## src/rtl/bit_block_pkg.sv

```systemverilog
// rtl/bit_block_pkg.sv - shared widths and state encodings for the bit block generator
package bit_block_pkg;

  localparam int LEN_DATA = 32;
  localparam int LEN_CNT  = 4;
  localparam int LEN_LEN  = 6;

  // Wide enough that ofs + blk_num*blk_len + (blk_num-1)*gap_len never wraps.
  localparam int LEN_TOT  = 2 * LEN_LEN + LEN_CNT;

  // Bit pointer into the work register.
  localparam int LEN_POS  = $clog2(LEN_DATA);

  typedef enum logic [1:0] {
    ST_IDLE  = 2'd0,
    ST_CHECK = 2'd1,
    ST_BUILD = 2'd2,
    ST_DONE  = 2'd3
  } bbg_state_t;

  // Which kind of run BUILD is currently writing.
  typedef enum logic [1:0] {
    PH_OFS  = 2'd0,
    PH_ONES = 2'd1,
    PH_GAP  = 2'd2
  } bbg_phase_t;

endpackage

```

## src/rtl/bbg_len_check.sv

```systemverilog
// rtl/bbg_len_check.sv - total word length and legality of a captured request
module bbg_len_check
  import bit_block_pkg::*;
(
  input  logic [LEN_CNT-1:0] blk_num,
  input  logic [LEN_LEN-1:0] blk_len,
  input  logic [LEN_LEN-1:0] gap_len,
  input  logic [LEN_LEN-1:0] ofs,
  output logic               legal,
  output logic               zero
);

  logic [LEN_TOT-1:0] total;

  // Occupied length of the word: offset, all ones runs, and the gaps between them.
  always_comb begin
    total = '0;
    if (blk_num != '0) begin
      total = LEN_TOT'(ofs)
            + LEN_TOT'(blk_num) * LEN_TOT'(blk_len)
            + (LEN_TOT'(blk_num) - LEN_TOT'(1)) * LEN_TOT'(gap_len);
    end
  end

  assign zero  = (blk_num == '0);

  // Gaps only matter when there is more than one block to separate.
  assign legal = !zero
              && (blk_len != '0)
              && !((blk_num > LEN_CNT'(1)) && (gap_len == '0))
              && (total <= LEN_TOT'(LEN_DATA));

endmodule

```

## src/rtl/bit_block_generator.sv

```systemverilog
// rtl/bit_block_generator.sv - serially builds a word with a programmed number of 1-runs
module bit_block_generator
  import bit_block_pkg::*;
(
  input  logic                clk,
  input  logic                rst,
  input  logic                req_vld,
  output logic                ready,
  input  logic [LEN_CNT-1:0]  blk_num,
  input  logic [LEN_LEN-1:0]  blk_len,
  input  logic [LEN_LEN-1:0]  gap_len,
  input  logic [LEN_LEN-1:0]  ofs,
  output logic [LEN_DATA-1:0] data,
  output logic                data_enb,
  output logic [LEN_CNT-1:0]  exp_cnt,
  output logic                err
);

  bbg_state_t          state;
  bbg_phase_t          phase;
  logic [LEN_CNT-1:0]  num_r;
  logic [LEN_LEN-1:0]  len_r;
  logic [LEN_LEN-1:0]  gap_r;
  logic [LEN_LEN-1:0]  ofs_r;
  logic [LEN_LEN-1:0]  run_cnt;
  logic [LEN_CNT-1:0]  rem;
  logic [LEN_POS-1:0]  pos;
  logic [LEN_DATA-1:0] work;
  logic                reject_r;
  logic                chk_legal;
  logic                chk_zero;

  bbg_len_check u_len_check (
    .blk_num (num_r),
    .blk_len (len_r),
    .gap_len (gap_r),
    .ofs     (ofs_r),
    .legal   (chk_legal),
    .zero    (chk_zero)
  );

  // Request FSM: capture, validate, shift bits in one per cycle, then publish.
  always_ff @(posedge clk) begin
    if (rst) begin
      state    <= ST_IDLE;
      phase    <= PH_OFS;
      ready    <= 1'b1;
      data     <= '0;
      data_enb <= 1'b0;
      exp_cnt  <= '0;
      err      <= 1'b0;
      num_r    <= '0;
      len_r    <= '0;
      gap_r    <= '0;
      ofs_r    <= '0;
      run_cnt  <= '0;
      rem      <= '0;
      pos      <= '0;
      work     <= '0;
      reject_r <= 1'b0;
    end else begin
      data_enb <= 1'b0;
      err      <= 1'b0;
      case (state)
        ST_IDLE: begin
          if (req_vld && ready) begin
            num_r <= blk_num;
            len_r <= blk_len;
            gap_r <= gap_len;
            ofs_r <= ofs;
            ready <= 1'b0;
            state <= ST_CHECK;
          end
        end

        ST_CHECK: begin
          pos      <= '0;
          work     <= '0;
          rem      <= num_r;
          reject_r <= 1'b0;
          if (chk_zero) begin
            state <= ST_DONE;
          end else if (!chk_legal) begin
            // Rejects pass through DONE so err lands on the same edge count as a zero word.
            reject_r <= 1'b1;
            state    <= ST_DONE;
          end else begin
            state <= ST_BUILD;
            if (ofs_r != '0) begin
              phase   <= PH_OFS;
              run_cnt <= ofs_r;
            end else begin
              phase   <= PH_ONES;
              run_cnt <= len_r;
            end
          end
        end

        ST_BUILD: begin
          work[pos] <= (phase == PH_ONES);
          pos       <= pos + LEN_POS'(1);
          if (run_cnt == LEN_LEN'(1)) begin
            case (phase)
              PH_OFS: begin
                phase   <= PH_ONES;
                run_cnt <= len_r;
              end
              PH_ONES: begin
                rem <= rem - LEN_CNT'(1);
                if (rem == LEN_CNT'(1)) begin
                  state <= ST_DONE;
                end else begin
                  phase   <= PH_GAP;
                  run_cnt <= gap_r;
                end
              end
              default: begin
                phase   <= PH_ONES;
                run_cnt <= len_r;
              end
            endcase
          end else begin
            run_cnt <= run_cnt - LEN_LEN'(1);
          end
        end

        ST_DONE: begin
          if (reject_r) begin
            err <= 1'b1;
          end else begin
            data     <= work;
            exp_cnt  <= num_r;
            data_enb <= 1'b1;
          end
          reject_r <= 1'b0;
          ready    <= 1'b1;
          state    <= ST_IDLE;
        end

        default: begin
          state <= ST_IDLE;
          ready <= 1'b1;
        end
      endcase
    end
  end

endmodule
```

## config.mk

```make
export PLATFORM = sky130hd
export DESIGN_NAME = bit_block_generator
export DESIGN_NICKNAME = d
export VERILOG_FILES = /design/src/rtl/bit_block_pkg.sv /design/src/rtl/bbg_len_check.sv /design/src/rtl/bit_block_generator.sv
export SDC_FILE = /design/constraint.sdc
export NUM_CORES = 1
export LEC_CHECK = 0
export BUFFER_PORTS_ARGS = -buffer_cell sky130_fd_sc_hd__buf_4
export CAP_MARGIN = 25
export CELL_PAD_IN_SITES_DETAIL_PLACEMENT = 2
export CELL_PAD_IN_SITES_GLOBAL_PLACEMENT = 2
export CORE_ASPECT_RATIO = 0.7
export CORE_MARGIN = 5
export CORE_UTILIZATION = 25
export DETAILED_ROUTE_END_ITERATION = 6
export PLACE_DENSITY = 0.67
export SETUP_SLACK_MARGIN = 0.4
export SLEW_MARGIN = 20
export SYNTH_ARGS = -nofsm -noshare
export SYNTH_HDL_FRONTEND = slang
export SYNTH_SLANG_ARGS = --single-unit
```

## constraint.sdc

```tcl
create_clock -name clk -period 8.85 [get_ports clk]
set_clock_uncertainty 0.1 [all_clocks]
set_input_delay 1.3275 -clock clk [delete_from_list [all_inputs] [get_ports clk]]
set_output_delay 1.3275 -clock clk [all_outputs]
set_load 0.1 [all_outputs]
```

==> run_results.csv <==
group,metric,value,unit
outcome,outcome,"completed",
drt,remaining_drc_errors,0,
yosys,seq_area_frac_synth,28.9,%
drt,drt_first_pass_iters,4,
yosys,synth_edf_count,0,
final_layout,num_antenna_cells,0,
timing,hold_ws,348,ps
placed_design,dp_hpwl,20.3,mm
timing,hold_viol_final,0,
yosys,post-synth-top-count-cell,"sky130_fd_sc_hd__nand2_1",
placed_design,pre_cts_slack,1050,ps
setup_path,crit_arrival,8100,ps
cts,numCtsBuffers,17,
timing,period_utilization,88.9,%
power_and_ir_drop,leakage,3.70,nW
final_layout,stdcell_count,1444,
cts,cts.reportedPaths.clkPinSlew,60,ps
yosys,synthesis.area_per_instance,8.00,µm²
yosys,postSynth.asyncResetShare,0,%
run,max_cap_viol_count,0,
floorplan,floorplan.die.height,158,µm
timing,worstMarginPinSlew,1010,ps
final_layout,layout.filler_cells,3549,
global_routing,grt.total_usage,15.5,%
yosys,ys_top_cells_by_area,"sky130_fd_sc_hd__dfxtp_1 (29%), sky130_fd_sc_hd__fa_1 (12%), sky130_fd_sc_hd__ha_1 (9.4%)",
yosys,netlist_area,0.00783,mm²
timing,slew_violations,0,
drt,drt-wirelength-per-cell,18.5,µm
yosys,postSynthNetCount,1109,
yosys,post_synth_most_frequent_cells,"sky130_fd_sc_hd__nand2_1 (184), sky130_fd_sc_hd__a21oi_1 (121), sky130_fd_sc_hd__dfxtp_1 (113)",
drt,routed_wl,26.8,mm
global_routing,grt_pass1_wl,43.3,mm
drt,count_of_routing_violations_after_the_opening_detailed_route_iteration,372,
drt,post_drt_via_cell_ratio,4.92,
floorplan,starting_density_of_the_core,25.2,%
global_routing,number_of_global_route_vias_before_repair,7558,
timing,layout_setup_ws,981,ps
floorplan,rows,54,
timing,achievable-frequency,127,MHz
yosys,synth_top_cell_by_area,"sky130_fd_sc_hd__dfxtp_1",
yosys,synth_top_cell_area_share,28.9,%
cts,postCtsSetupRepairBufs,0,
setup_path,worst_path_max_delay_cell,"sky130_fd_sc_hd__dfxtp_1",
final_layout,drive_gt1_share,11.3,%
yosys,postSynth.topFlopCell,"sky130_fd_sc_hd__dfxtp_1",
cts,max-clock-path-buffers,2,
placed_design,detailed_place.area,0.00869,mm²
cts,post_cts_resized,0,
floorplan,num_io_pins,64,
yosys,number_of_warnings_printed_during_yosys_synthesis,0,
setup_path,timing.critical_path.cells,"nand2_1, fa_1, fa_1, inv_1, fa_1, ha_1, a21oi_1, o21ai_0, a21oi_1, o21bai_1, a21oi_1, nor2_1, a211oi_1, fa_1, inv_1, ha_1, a21oi_1, and3_1, a221o_1, nor4_1, nand4_1, o31ai_4, nand2_4, o41ai_2",
timing,period_minus_slack,7870,ps
timing,timing.max_slew.rel_slack,32.0,%
cts,clk_latency,430,ps
min_path,hold_removal_path_class,"reg2reg",
global_routing,antenna_found_initial,0,
placed_design,numPortBuffers,63,
floorplan,placeableCoreArea,0.0310,mm²
cts,htree_levels,4,
drt,vias,7099,
final_layout,area_delta_synth_final,18.5,%
final_layout,finish.instance_area,0.00928,mm²
power_and_ir_drop,vdd_ir_drop_max,0.114,mV
final_layout,final_net_count,1141,
drt,count_of_antenna_violating_nets_left_after_detailed_routing,0,
global_routing,grt_start_max_net_pins,59,
setup_path,critical_path_class,"reg2reg",
cts,hold_buffers,0,
timing,tns,0,ps
setup_path,timing.critical_path.from_type,"register",
floorplan,dieWidth,222,µm
power_and_ir_drop,power_per_cell_area,300,mW/mm²
setup_path,critical_path_peak_fanout,12,
timing,setup_viol,0,
timing,rsz_0062_raised_after_global_routing,"no",
placed_design,number_of_placed_cells_counting_well_taps,1412,
placed_design,gp_congestion,0.801,
cts,clock_tree_from_tritoncts,"done",
yosys,synthDistinctLibCells,67,
setup_path,required,9080,ps
yosys,synthesis.instances,979,
setup_path,worst_setup_path_end_kind,"register",
yosys,yosys_register_bits,113,
setup_path,slowest_delay,690,ps
floorplan,die_area,0.0350,mm²
cts,sink_count,113,
global_routing,gr-total-overflow,0,
cts,clock_tree_root,"sky130_fd_sc_hd__clkbuf_16",
## area by class of cell
class / instances / area (µm²) / share of cell area [%]
repair buffers: 71 / 561 / 6.04
clock inverters: 9 / 133 / 1.43
clock buffers: 23 / 458 / 4.93
inverters: 72 / 270 / 2.91
well taps: 420 / 526 / 5.66
multi-input cells: 736 / 5070 / 54.6
flip-flops and latches: 113 / 2260 / 24.4
## metrics by stage
| step | power (mW) | utilization [%] |
|---|---|---|
| detailed placement | 2.09 | 28.0 |
| CTS | 2.82 | 29.9 |
| finish | 2.78 | 29.9 |
| global placement | 2.04 | 27.9 |
| floorplan | 1.68 | - |
| global route | 3.02 | 29.9 |
## worst paths after layout
| check | start | end | slack [ps] | cells past startpoint |
|---|---|---|---|---|
| worst max-delay path | num_r[2]$_SDFFE_PP0P_ | run_cnt[3]$_SDFFE_PP0P_ | 980 | 24 |
| worst min-delay path | work[17]$_SDFFE_PP0P_ | data[17]$_SDFFE_PP0P_ | 350 | 2 |
| worst max register to register | num_r[2]$_SDFFE_PP0P_ | run_cnt[3]$_SDFFE_PP0P_ | 980 | 24 |
| worst min register to register | work[17]$_SDFFE_PP0P_ | data[17]$_SDFFE_PP0P_ | 350 | 2 |
## per-layer routing
| metal | GRT usage (%) | share of wire, % | vias to the layer above |
|---|---|---|---|
| li1 | - | - | 3385 |
| met1 | 24.3 | 55 | 3600 |
| met4 | 3.17 | 0.85 | 0 |
| met2 | 22.1 | 40 | 95 |
| met3 | 2.69 | 3.7 | 19 |
| met5 | 0 | 0 | - |
## cell usage in the layout (no fill, tap or decap), types with 6 or more instances in the layout
cell                        count
sky130_fd_sc_hd__a211o_1        6
sky130_fd_sc_hd__a211oi_1       7
sky130_fd_sc_hd__a21oi_1      121
sky130_fd_sc_hd__and2_1        24
sky130_fd_sc_hd__and3_1        10
sky130_fd_sc_hd__buf_4         69
sky130_fd_sc_hd__clkbuf_16     17
sky130_fd_sc_hd__dfxtp_1      113
sky130_fd_sc_hd__fa_1          46
sky130_fd_sc_hd__ha_1          59
sky130_fd_sc_hd__inv_1         72
sky130_fd_sc_hd__nand2_1      184
sky130_fd_sc_hd__nand2b_1       9
sky130_fd_sc_hd__nand3_1       49
sky130_fd_sc_hd__nor2_1        40
sky130_fd_sc_hd__nor2b_1       16
sky130_fd_sc_hd__nor3_1        14
sky130_fd_sc_hd__o211ai_1      33
sky130_fd_sc_hd__o21ai_0       21
sky130_fd_sc_hd__xnor2_1        9
sky130_fd_sc_hd__xor2_1         7
## cell families after synthesis
logic type	count (synthesis)	synth area share (%)
flip-flops	113	28.9
adder cells (fa/ha/maj)	105	21.2
AO/OA/AOI/OAI	233	18.7
XOR/XNOR	16	1.79
AND/OR/NAND/NOR	378	22.5
multiplexers	4	0.511
buffers and inverters	130	6.39
## critical path: cells and delay by family (launching register included)
family	cells	cell delay (ps)
AND/OR/NAND/NOR	6	1240
flip-flops	1	690
adder cells (fa/ha/maj)	6	2730
AO/OA/AOI/OAI	10	2870
buffers and inverters	2	130
## registers in the layout, indices dropped and copies added, names as in the netlist
register,flops
phase,2
data_enb,1
data,32
work,32
run_cnt,6
gap_r,6
pos,5
len_r,6
ofs_r,6
exp_cnt,4
rem,4
state,2
err,1
reject_r,1
num_r,4
ready,1
## power breakdown
part,leakage (nW),internal [mW],switching (mW)
Combinational,2.50,0.518,0.927
Sequential,0.914,0.550,0.0812
Clock,0.281,0.449,0.256
Total,3.70,1.52,1.26
Note: power is estimated with default switching activity, not from simulation.
